**config.mk**
```make
export PLATFORM = sky130hd
export DESIGN_NAME = uart_rx
export DESIGN_NICKNAME = d
export VERILOG_FILES = /design/src/rtl/uart_rx.sv
export SDC_FILE = /design/constraint.sdc
export NUM_CORES = 1
export LEC_CHECK = 0
export CAP_MARGIN = 20
export CORE_MARGIN = 8
export CORE_UTILIZATION = 45
export CTS_BUF_LIST = sky130_fd_sc_hd__clkbuf_8
export DETAILED_ROUTE_END_ITERATION = 6
export PLACE_DENSITY = 0.66
export SETUP_SLACK_MARGIN = 0.15
export SLEW_MARGIN = 0
export SYNTH_ARGS = -nofsm -noshare
export SYNTH_HDL_FRONTEND = slang
export SYNTH_SLANG_ARGS = --single-unit
```
**constraint.sdc**
```tcl
create_clock -name clk -period 2.28 [get_ports clk]
set_clock_uncertainty 0.2 [all_clocks]
set_input_delay 0.456 -clock clk [delete_from_list [all_inputs] [get_ports clk]]
set_output_delay 0.456 -clock clk [all_outputs]
set_load 0.1 [all_outputs]
```
**src/rtl/uart_rx.sv**
```systemverilog
// uart_rx: 8N1 UART receiver with 2-flop input synchronizer, mid-bit sampling and framing-error break handling
module uart_rx #(
  parameter int CLKS_PER_BIT = 16
) (
  input  logic       clk,
  input  logic       rst,
  input  logic       rx_pin,
  output logic [7:0] rx_byte,
  output logic       rx_done,
  output logic       rx_busy,
  output logic       frame_err
);
  localparam int CW = $clog2(CLKS_PER_BIT);
  localparam logic [CW-1:0] HALF_M1 = CW'(CLKS_PER_BIT / 2 - 1);
  localparam logic [CW-1:0] FULL_M1 = CW'(CLKS_PER_BIT - 1);
  typedef enum logic [2:0] {IDLE, START, DATA, STOP, BREAK} state_t;
  state_t state;
  logic [CW-1:0] cnt;
  logic [2:0] idx;
  logic [7:0] sh;
  logic rx_m, rx_s;
  assign rx_busy = state != IDLE;
  always_ff @(posedge clk) begin
    if (rst) begin
      rx_m      <= 1'b1;
      rx_s      <= 1'b1;
      state     <= IDLE;
      cnt       <= '0;
      idx       <= '0;
      sh        <= '0;
      rx_byte   <= '0;
      rx_done   <= 1'b0;
      frame_err <= 1'b0;
    end else begin
      rx_m      <= rx_pin;
      rx_s      <= rx_m;
      rx_done   <= 1'b0;
      frame_err <= 1'b0;
      case (state)
        IDLE: if (!rx_s) begin
          cnt   <= '0;
          state <= START;
        end
        // half a bit in, a high line means the falling edge was a glitch
        START: if (cnt == HALF_M1) begin
          cnt   <= '0;
          idx   <= '0;
          state <= rx_s ? IDLE : DATA;
        end else cnt <= cnt + 1'b1;
        DATA: if (cnt == FULL_M1) begin
          cnt     <= '0;
          sh[idx] <= rx_s;
          idx     <= idx + 1'b1;
          if (idx == 3'd7) state <= STOP;
        end else cnt <= cnt + 1'b1;
        STOP: if (cnt == FULL_M1) begin
          cnt <= '0;
          if (rx_s) begin
            rx_byte <= sh;
            rx_done <= 1'b1;
            state   <= IDLE;
          end else begin
            frame_err <= 1'b1;
            state     <= BREAK;
          end
        end else cnt <= cnt + 1'b1;
        // a low stop bit means a break; wait for the line to recover before hunting starts
        BREAK: if (rx_s) state <= IDLE;
        default: state <= IDLE;
      endcase
    end
  end
endmodule

```
Word-level counts from Yosys, hierarchy flattened
Index checks and enable logic that the tools add are counted.
{"block": "totals", "input_bits": 3, "out_inout_bits": 11, "elab_cells": 61, "regBits": 30}
{"block": "classes", "n_reduce_logical": 12, "n_eq_ne": 13, "mux": 21, "add_sub_neg": 2, "n_lt_le_gt_ge": 2, "bitwise": 2}
{"operator": "3-bit two-way mux", "n": 9}
{"operator": "3-bit one-hot mux with 5 select lines", "n": 1}
{"operator": "4-bit two-way mux", "n": 3}
{"operator": "2-bit != test (second input constant)", "n": 6}
{"operator": "4-bit one-hot mux with 3 select lines", "n": 1}
{"operator": "8-bit bitwise mux", "n": 1}
{"operator": "3-bit by 2-bit equality test with 1-bit output (second input constant)", "n": 2}
{"operator": "3-bit equality test (second input constant)", "n": 2}
{"operator": "3-bit one-hot mux with 2 select lines", "n": 1}
{"operator": "3-bit AND reduction", "n": 2}
{"operator": "6-bit AND reduction", "n": 1}
{"operator": "3-bit nonzero test", "n": 2}
{"operator": "4-bit by 1-bit adder with 4-bit output (second input constant)", "n": 1}
{"operator": "4-bit by 3-bit equality test with 1-bit output (second input constant)", "n": 1}
{"operator": "4-bit equality test (second input constant)", "n": 1}
{"operator": "3-bit by 4-bit < comparator with 1-bit output (second input constant)", "n": 1}
{"operator": "2-bit AND reduction", "n": 2}
{"operator": "3-bit by 1-bit adder with 3-bit output (second input constant)", "n": 1}
{"operator": "1-bit demux with 3-bit select", "n": 1}
{"operator": "3-bit by 1-bit equality test with 1-bit output (second input constant)", "n": 1}
{"operator": "3-bit by 1-bit >= comparator with 1-bit output (second input constant)", "n": 1}
{"operator": "3-bit logical NOT", "n": 1}
{"operator": "1-bit two-way mux", "n": 3}
{"operator": "3-bit OR reduction", "n": 1}
{"operator": "other kinds (5)", "n": 6}

Depth between registers and ports, before layout
{"block": "logic_depth", "word_depth": 5, "depth_mapped": 7, "depth_no_buf": 5}

Least setup slack after synthesis
Ideal clock, no wire load.
{"block": "synth_timing", "path_type": "register to output", "start": "reg state[2]", "end": "out rx_busy", "setup_slack_ps": 400, "t_arrival_ps": 1224, "path_buffers": 1, "required_ps": 1624, "stages_incl_launch_ff": 3, "path_cell_list": "dfxtp_1 -> buf_2 -> or3_1"}
{"block": "synth_via", "elab_chain_cells": 1}
{"item": "from (decl)", "line_no": "17", "source": "state_t state;"}
{"item": "from (signal assigned)", "line_no": "48", "source": "state <= rx_s ? IDLE : DATA;"}
{"item": "3-bit nonzero test", "line_no": "22", "source": "assign rx_busy = state != IDLE;"}
{"item": "to (decl)", "line_no": "10", "source": "output logic rx_busy,"}
No other way between the ends.

Final worst setup path
Ends and elaborated chain as after synthesis.

==> impl_results.md <==
* Share of cells above drive strength 1 at 17.42%
* Final setup fails at 0
* Mux share of post-synthesis cell area at 15.26%
* CTS sink count at 30
* Area of the mapped netlist at 1320 um2
* CTS tree: yes
* # hold bufs at CTS at 0
* Top cell type's share of synthesized area at 45.50%
* Setup total negative slack at 0 ns
* Hold Path Class: reg -> reg
* Worst-case clock buffer depth at 2
* Initial antenna violation count at 0
* Cells along the critical path: or3_1, buf_12
* Vias in the first global route at 947
* Via/cell ratio at 5.403
* YS warnings at 0
* CP bufs+invs at 1
* Final hold violation count at 0
* Least-Margin Pin Slew at 0.5054 ns
* DR iter-0 viols at 90
* Vias post-DR at 1,005
* Count of cell types in the netlist at 33
* Asr flop ratio synth at 0%
* Residual DRC count at 0
* Seq/Total Area, Yosys at around 45%
* Root buf cell: clkbuf_8
* DR pass1 iterations at 4
* Static Leak at 0.7038 nW
* Met1 Track Usage GR at 10.95%
* GR peak layer: met2
* Synth Area in XOR/XNOR at less than 1%
* WS Path Type: reg -> out
* Peak VDD IR at between 800 and 900 uV
* Port bufs at 13
* WHS at around 0.21 ns
* Worst-skew pair later-pin latency at 0.27 ns
* Yosys reg bits at 30
* Synth-to-layout area growth at 20.09%
* IO Pins at 14
* Starting Density at 47.46%
* Max H-tree Level at 2
* CP Launch Type: register
* Full die area at between 4000 and 5000 um2
* Die height at between 70 and 80 um
* Syn avg cell area at between 9 and 10 um2
* # resized after CTS at 0
* Unrepaired setup endpoints after global routing: false
* Synth Area in Simple Gates at 24.55%
* Worst setup EP type: output pin
* Post-synth net total at 148
* Synth Area in Compound Gates at 6.825%
* Highest clock rate at 0.4986 GHz
* Ys flop type: dfxtp_1
* Slew HR at 66.16%
* Ant diodes at 0
* Total gr overflow at 0
* Synth top cells by count: 30 x dfxtp_1, 27 x nor2_1, 19 x mux2i_1
* # Post-CTS Setup Buffers at 0
* Met2 Use GR at 17.16%
* Routability Congestion at roughly 0.75
* Adder-cell share of the synthesized area at between 2 and 3%
* Hpwl dp at 1.782 mm
* Data required, critical path at 1.62 ns
* Core box area at 2781 um2
* First-pass GRT wire length at approximately 4.2 mm
* Status: finished clean
* Num CTS Buffers at 5
* Clk pin slew, worst setup/hold paths at 0.06 ns
* Largest net degree at the start of global routing at 16
* Antenna violation net count after detailed routing at 0
* Avg WL per Cell at 13.15 um
* EDFF count, synth at 0
* Family with the most delay on the worst path: simple AND/OR/NAND/NOR gates
* Largest family of logic cells by synthesized area: simple AND/OR/NAND/NOR gates
* R2r setup slk at 0.37 ns
* Most numerous cell in the Yosys netlist: dfxtp_1
* Drt total wl at 2.445 mm
* Die width at 70.16 um
* Pwr dens at 773.0 nW/um2
* Cell taking the most area after synthesis: dfxtp_1
* CP max FO at 12
* GR Layer Usage met3 at 4.802%
* Final net count at 160
* Gr usage total at 10.27%
* Final min period at 2.006 ns
* Critical Path AT at about 1.4 ns
* Mapped Cells at approximately 140
* Slowest stage cell on the critical path: or3_1
* Layout fillers at 251
* Area contributors post-synth: dfxtp_1 45%, mux2i_1 14%, nor2_1 7.7%
* Period utilisation layout at 87.96%
* Max incr delay on CP at 0.46 ns
* Total of max-cap violations at 0
* Pins Over Slew Limit at 0
* Site row count at 19
-- sequential cells by signal, indices dropped and copies added (netlist names) --
name       count
rx_s           1
idx            3
sh             8
rx_m           1
state          3
rx_done        1
frame_err      1
cnt            4
rx_byte        8
-- per-layer routing --
layer,share of wire [%],vias up
met3,3.6,2
met5,0,-
li1,-,520
met2,50,9
met1,46,474
met4,0.65,0
-- final timing paths --
| check | from | endpoint | cells past startpoint |
|---|---|---|---|
| worst max register to register | cnt[0] | rx_byte[2] | 6 |
| worst min-delay path | rx_m | rx_s | 1 |
| worst min register to register | rx_m | rx_s | 1 |
| worst max-delay path | state[2] | rx_busy | 2 |
-- final cells by class --
class                      instances  area (um2)  area share (%)
clock buffer                       6       82.58           5.209
multi-input combinational        100       661.9           41.75
tap                               31       38.79           2.447
timing repair buffer              16       137.6           8.682
inverter                           1       3.754          0.2368
sequential                        30       600.6           37.88
clock inverter                     2       60.06           3.788
-- cell usage in the layout, fill, tap and decap left out, drive strengths merged --
| cell type | Yosys | final |
|---|---|---|
| a2111oi | 1 | 1 |
| a211oi | 2 | 2 |
| a21o | 1 | 1 |
| a21oi | 3 | 3 |
| a22oi | 1 | 1 |
| a2bb2oi | 1 | 1 |
| a311oi | 2 | 2 |
| and2 | 1 | 1 |
| and3 | 1 | 1 |
| buf | 8 | 14 |
| bufinv | 0 | 2 |
| clkbuf | 3 | 6 |
| clkdlybuf4s50 | 0 | 2 |
| dfxtp | 30 | 30 |
| ha | 3 | 3 |
| inv | 1 | 1 |
| mux2 | 1 | 1 |
| mux2i | 19 | 19 |
| nand2 | 5 | 5 |
| nand2b | 2 | 2 |
| nand3 | 5 | 5 |
| nand3b | 1 | 1 |
| nand4 | 8 | 8 |
| nor2 | 27 | 27 |
| nor2b | 4 | 4 |
| nor3 | 2 | 2 |
| nor3b | 1 | 1 |
| nor4 | 2 | 2 |
| o21ai | 1 | 1 |
| or2 | 2 | 2 |
| or3 | 1 | 1 |
| or3b | 2 | 2 |
| xnor2 | 1 | 1 |
-- where the power goes --
group | switching (mW) | internal (mW)
sequential | 0.00655 | 0.528
clock | 0.186 | 0.466
combinational | 0.0222 | 0.0166
-- per-stage QoR --
| step | utilization, % | std cells | instance area (um2) | power (mW) | setup slack, ns |
|---|---|---|---|---|---|
| after global routing | 57.00 | 186 | 1585 | 1.268 | 0.2246 |
| after global placement | 51.87 | 178 | 1443 | 0.5847 | 0.4576 |
| after CTS | 57.00 | 186 | 1585 | 1.244 | 0.2668 |
| after detailed placement | 51.87 | 178 | 1443 | 0.5850 | 0.3969 |
| after floorplan | - | 142 | 1320 | 0.5711 | 0.4000 |
| final | 57.00 | 186 | 1585 | 1.225 | 0.2745 |
-- worst reg2reg max path, delay by kind of cell (launching register included) --
kind	cells	cell delay, ns
buffers and inverters	1	0.22
AND/OR/NAND/NOR	3	0.55
multiplexers	1	0.17
flip-flops	1	0.37
adder cells (fa/ha/maj)	1	0.31
-- cell families after synthesis --
logic type | after synthesis
compound gates | 12
xor+xnor | 1
fa+ha+maj | 3
buf+inv | 12
flops | 30
mux | 20
simple gates | 64
Power figures use the tool's default switching activity.
==> RTL edit 1: new RTL, config.mk and constraints unchanged <==
`CLKS_PER_BIT`: 16 -> 8.
--- a/src/rtl/uart_rx.sv
+++ b/src/rtl/uart_rx.sv
@@ -1,6 +1,6 @@
 // uart_rx: 8N1 UART receiver with 2-flop input synchronizer, mid-bit sampling and framing-error break handling
 module uart_rx #(
-  parameter int CLKS_PER_BIT = 16
+  parameter int CLKS_PER_BIT = 8
 ) (
   input  logic       clk,
   input  logic       rst,
Check against the original RTL: not equivalent (Yosys sat finds a counterexample within 10 cycles, from zero or initial values and one cycle with rst high).
==> RTL edit 1 against the unedited design <==
Fmax is 0.34% higher. Critical path type unchanged. Synthesized cell count is 2.8% lower. Highest routed layer unchanged. Hold slack better by 0.0038 ns. Die area is 5.8% higher. Worst setup slack better by 0.0067 ns. Design area is 3.5% higher. Largest cell class unchanged. Routed wire length is 9.9% higher. Sequential cell count is 1 lower. Synthesized area is 7.5% higher. Critical path depth stayed put. Total power is 21% lower. Largest power group is now sequential cells. Critical endpoint unchanged.
==> RTL edit 1: results (changes against the unedited design) <==
| Metric | Value |
|---|---|
| Complex-gate fraction of the synthesized area | `4.59% (-2.2 points)` |
| Routability Congestion | `0.763 (+1.4%)` |
| DR WL/cell | `13.7 microns (+4.3%)` |
| Total internal power | `0.744 mW (-26%)` |
| Fillers | `271 (+8.0%)` |
| NumNets Final | `161 (+0.63%)` |
| DR vias | `1,011 (+0.60%)` |
| Adder-cell area share of the yosys netlist | `6.17% (+3.3 points)` |
| Dpl ws | `0.373 ns (-0.0244 ns)` |
| Drt total wl | `2690 microns (+9.9%)` |
| XOR/XNOR Fraction of Synth Area | `0% (-0.66 points)` |
| Largest cells by area after synthesis | `dfxtp_1, mux2i_1, nand2b_1, ha_1, nand4b_1` |
| Worst Setup SP | `state[0]$_SDFFE_PP0P_` |
| Reg2Reg Capture Point | `sh[2]$_SDFFE_PP0P_` |
| Largest net degree at the start of global routing | `18 (+2)` |
| Layout cell share with drive strength beyond 1 | `18.4% (+1.0 points)` |
| Fin util | `54.2% (-2.8 points)` |
| Routing usage on met3 | `4.13% (-0.67 points)` |
| R2R depth | `5 (-1)` |
| Mux cell area share after synthesis | `13.6% (-1.7 points)` |
| DP HPWL | `1840 microns (+3.4%)` |
| GR Layer Usage met1 | `11.6% (+0.63 points)` |
| FMAX | `0.500 GHz (+0.34%)` |
| Outcome | `finished, final reports clean` |
| Num CTS Buffers | `5 (unchanged)` |
| Worst Path Max Fanout | `15 (+3)` |
| Iteration-0 DRC count of the detailed router | `46 (-49%)` |
| Worst-path clk slew | `0.06 ns (about the same)` |
| Synthesis Warnings | `0 (unchanged)` |
| Count of cell types in the netlist | `40 (+21%)` |
| Hold_ws | `0.214 ns (+0.00379 ns)` |
| Largest registers | `rx_byte: 8 flops, sh: 8 flops` |
| Sequential area share after synthesis | `40.9% (-4.6 points)` |
| CTS resizes | `0 (unchanged)` |
| Peak VDD IR | `350 uV (-58%)` |
| Largest stage delay on the critical path | `0.44 ns (-0.02 ns)` |
| Primary FF master, synth | `dfxtp_1` |
| First-pass GRT wire length | `4430 microns (+6.5%)` |
| Vias in the first global route | `982 (+3.7%)` |
| Leakage power | `0.688 nW (-2.3%)` |
| Met2 Track Usage GR | `18.0% (+0.80 points)` |
| Syn Inst Count | `138 (-2.8%)` |
| R2r setup slk | `0.32 ns (-0.05 ns)` |
| Placed cells | `188 (+5.6%)` |
| Slew @ Worst Pin | `0.427 ns (-0.0784 ns)` |
| Placed cell areas | `1560 sq um (+8.0%)` |
| Critical R2R Launch | `cnt[1]$_SDFFE_PP0P_` |
[RTL edit 1: worst min path at each step]
stage                     depth (start not counted)               to
after global routing                              1  rx_s$_SDFF_PP1_
after global placement                            1  rx_s$_SDFF_PP1_
after CTS                                         1  rx_s$_SDFF_PP1_
after floorplan                                   1  rx_s$_SDFF_PP1_
final                                             1  rx_s$_SDFF_PP1_
after detailed placement                          1  rx_s$_SDFF_PP1_
[RTL edit 1: logic make-up (layout without fill, tap and decap cells)]
group	after synthesis	count (layout)
AND/OR/NAND/NOR	61	61
flip-flops	29	29
multiplexers	18	18
buffers and inverters	12	26
AO/OA/AOI/OAI	11	11
adder cells (fa/ha/maj)	7	7
[RTL edit 1: metal layers]
metal,wire (microns),vias up
met5,0,-
met4,66,0
met3,126,7
met2,1260,14
met1,1230,471
li1,-,519
[RTL edit 1: worst reg2reg max path, stage by stage (launching register included)]
cell and delay, ns:
dfxtp_1 0.37, ha_1 0.24, ha_1 0.25, and4bb_1 0.37
nor4bb_4 0.26, mux2i_1 0.20
[RTL edit 1: power groups by stage]
stage | clock [mW] | sequential (mW) | combinational, mW
6_report | 0.394 | 0.521 | 0.0510
5_1_grt | 0.431 | 0.522 | 0.0551
4_1_cts | 0.409 | 0.521 | 0.0515
3_5_place_dp | 0 | 0.532 | 0.0511
3_3_place_gp | 0 | 0.532 | 0.0500
2_1_floorplan | 0 | 0.527 | 0.0404
[RTL edit 1: final cells by class]
class	count	area share (%)
Inverter	2	0.458
Tap cell	44	3.36
Clock buffer	5	4.20
Sequential cell	29	35.4
Clock inverter	3	0.839
Timing Repair Buffer	16	8.39
Multi-Input combinational cell	97	47.4
==> RTL edit 2: new RTL, same flow settings <==
Made on the original files. Add an input register stage for `rx_pin`; this delays it by one clock.
--- a/src/rtl/uart_rx.sv
+++ b/src/rtl/uart_rx.sv
@@ -14,6 +14,13 @@
   localparam logic [CW-1:0] HALF_M1 = CW'(CLKS_PER_BIT / 2 - 1);
   localparam logic [CW-1:0] FULL_M1 = CW'(CLKS_PER_BIT - 1);
   typedef enum logic [2:0] {IDLE, START, DATA, STOP, BREAK} state_t;
+
+  logic rx_pin_q;
+
+  always_ff @(posedge clk) begin
+    rx_pin_q <= rx_pin;
+  end
+
   state_t state;
   logic [CW-1:0] cnt;
   logic [2:0] idx;
@@ -32,7 +39,7 @@
       rx_done   <= 1'b0;
       frame_err <= 1'b0;
     end else begin
-      rx_m      <= rx_pin;
+      rx_m      <= rx_pin_q;
       rx_s      <= rx_m;
       rx_done   <= 1'b0;
       frame_err <= 1'b0;
Behaviour: not the same (a bounded check fails within 4 cycles, from zero or initial values and one cycle with rst high).
==> RTL edit 2 against the unedited design <==
Worst setup slack got worse by 0.020 ns. First-iteration DRC count shrank 4.4%. Clock power shrank 38%. Total power decreased by 19%. Synthesized area up 1.5%. Design area down 1.8%. Sequential cell count is 1 higher. Global-route usage is 0.44 points higher. Critical path depth is the same. Register-to-register slack got worse by 0.05 ns. Routed wire length down 1.1%. Die area up 1.2%. Critical path type unchanged. Critical endpoint unchanged. Largest power group is now sequential cells.
==> RTL edit 2: results (changes against the unedited design) <==
| Metric | Value |
|---|---|
| Outcome | `finished, final reports clean` |
| Sequential area share after synthesis | `46.3% (+0.81 points)` |
| Final cell count without fillers | `190 (+2.2%)` |
| Synth cell count leaders | `dfxtp_1, nor2_1, mux2i_1` |
| NumNets Final | `162 (+1.3%)` |
| Vias in the first global route | `1,013 (+7.0%)` |
| Routability Congestion | `0.780 (+3.6%)` |
| Syn Inst Count | `143 (+0.70%)` |
| R2r setup slk | `0.32 ns (-0.05 ns)` |
| Slew @ Worst Pin | `0.530 ns (+0.0250 ns)` |
| Worst-path clk slew | `0.06 ns (about the same)` |
| Layout cell share with drive strength beyond 1 | `17.8% (+0.42 points)` |
| Reg2Reg Capture Point | `rx_byte[5]$_SDFFE_PP0P_` |
| Drt first pass iters | `4 (unchanged)` |
| Hold_ws | `0.205 ns (-0.00516 ns)` |
| DR WL/cell | `12.7 microns (-3.2%)` |
| Placed cell areas | `1470 sq um (+2.1%)` |
| Leakage power | `0.693 nW (-1.6%)` |
| Number of H-tree levels | `2 (unchanged)` |
| Critical R2R Launch | `cnt[0]$_SDFFE_PP0P_` |
| DP HPWL | `1760 microns (-1.3%)` |
| Max stage delay cell, worst path | `or3_1` |
| First-pass GRT wire length | `4290 microns (+3.1%)` |
| WHS Path Cells | `1 (unchanged)` |
| Placed cells | `182 (+2.2%)` |
| Hold endpoint | `rx_m$_SDFF_PP1_` |
| Largest cells by area after synthesis | `dfxtp_1, mux2i_1, nor2_1, nand4_1, ha_1` |
| HP Start | `rx_pin_q$_DFF_P_` |
| Vias per cell | `5.35 (-1.0%)` |
| Port buffer count | `13 (unchanged)` |
| Largest net degree at the start of global routing | `14 (-2)` |
| Iteration-0 DRC count of the detailed router | `86 (-4.4%)` |
| Worst skew pair latency | `0.28 ns` |
| Peak VDD IR | `376 uV (-55%)` |
| CP Data Arrival Time | `1.37 ns (+0.02 ns)` |
| Fillers | `282 (+12%)` |
| Synthesized Nets | `149 (+0.68%)` |
| GRT Total Usage | `10.7% (+0.44 points)` |
| Dpl ws | `0.378 ns (-0.0191 ns)` |
| Layout area overhead | `16.2%` |
[RTL edit 2: worst max path at each step]
stage | startpoint | to | slack, ns
after CTS | state[2]$_SDFFE_PP0P_ | rx_busy | 0.25
after floorplan | state[2]$_SDFFE_PP0P_ | rx_busy | 0.40
after detailed placement | cnt[0]$_SDFFE_PP0P_ | rx_byte[0]$_SDFFE_PP0P_ | 0.38
after global routing | cnt[0]$_SDFFE_PP0P_ | rx_byte[2]$_SDFFE_PP0P_ | 0.18
final | state[2]$_SDFFE_PP0P_ | rx_busy | 0.25
after global placement | cnt[0]$_SDFFE_PP0P_ | rx_byte[5]$_SDFFE_PP0P_ | 0.45
[RTL edit 2: metal layers]
metal  up-vias  global-route usage (%)  part of all wire, %
met5         -                       0                    0
li1        523                       -                    -
met4         0                    7.39                  2.5
met3         7                    4.52                  4.3
met2        14                    16.8                   45
met1       472                    11.5                   48
[RTL edit 2: cell type report]
cell class / count / share of cell area, %
flip-flops and latches: 31 / 39.9
repair buffers: 17 / 9.32
multi-input cells: 100 / 42.5
inverters: 1 / 0.241
clock inverters: 3 / 0.965
well taps: 33 / 2.65
clock buffers: 5 / 4.42
[RTL edit 2: power by group]
group	switching [mW]	internal [mW]	total, mW	leakage, nW
sequential	0.00695	0.546	0.553	0.251
clock	0.196	0.208	0.404	0.0477
combinational	0.0221	0.0166	0.0387	0.394
total	0.225	0.771	0.996	0.693
[RTL edit 2: kinds of logic after synthesis]
group           share of synthesized area (%)
simple gates                             24.2
flops                                    46.3
mux                                      15.0
compound gates                           6.72
buf+inv                                  4.29
fa+ha+maj                                2.80
xor+xnor                                0.654
[RTL edit 2: worst reg2reg max path, delay by kind of cell (launching register included)]
kind / cells / cell delay [ns]
adder cells (fa/ha/maj): 1 / 0.28
flip-flops: 1 / 0.37
multiplexers: 1 / 0.15
buffers and inverters: 1 / 0.22
AND/OR/NAND/NOR: 3 / 0.62
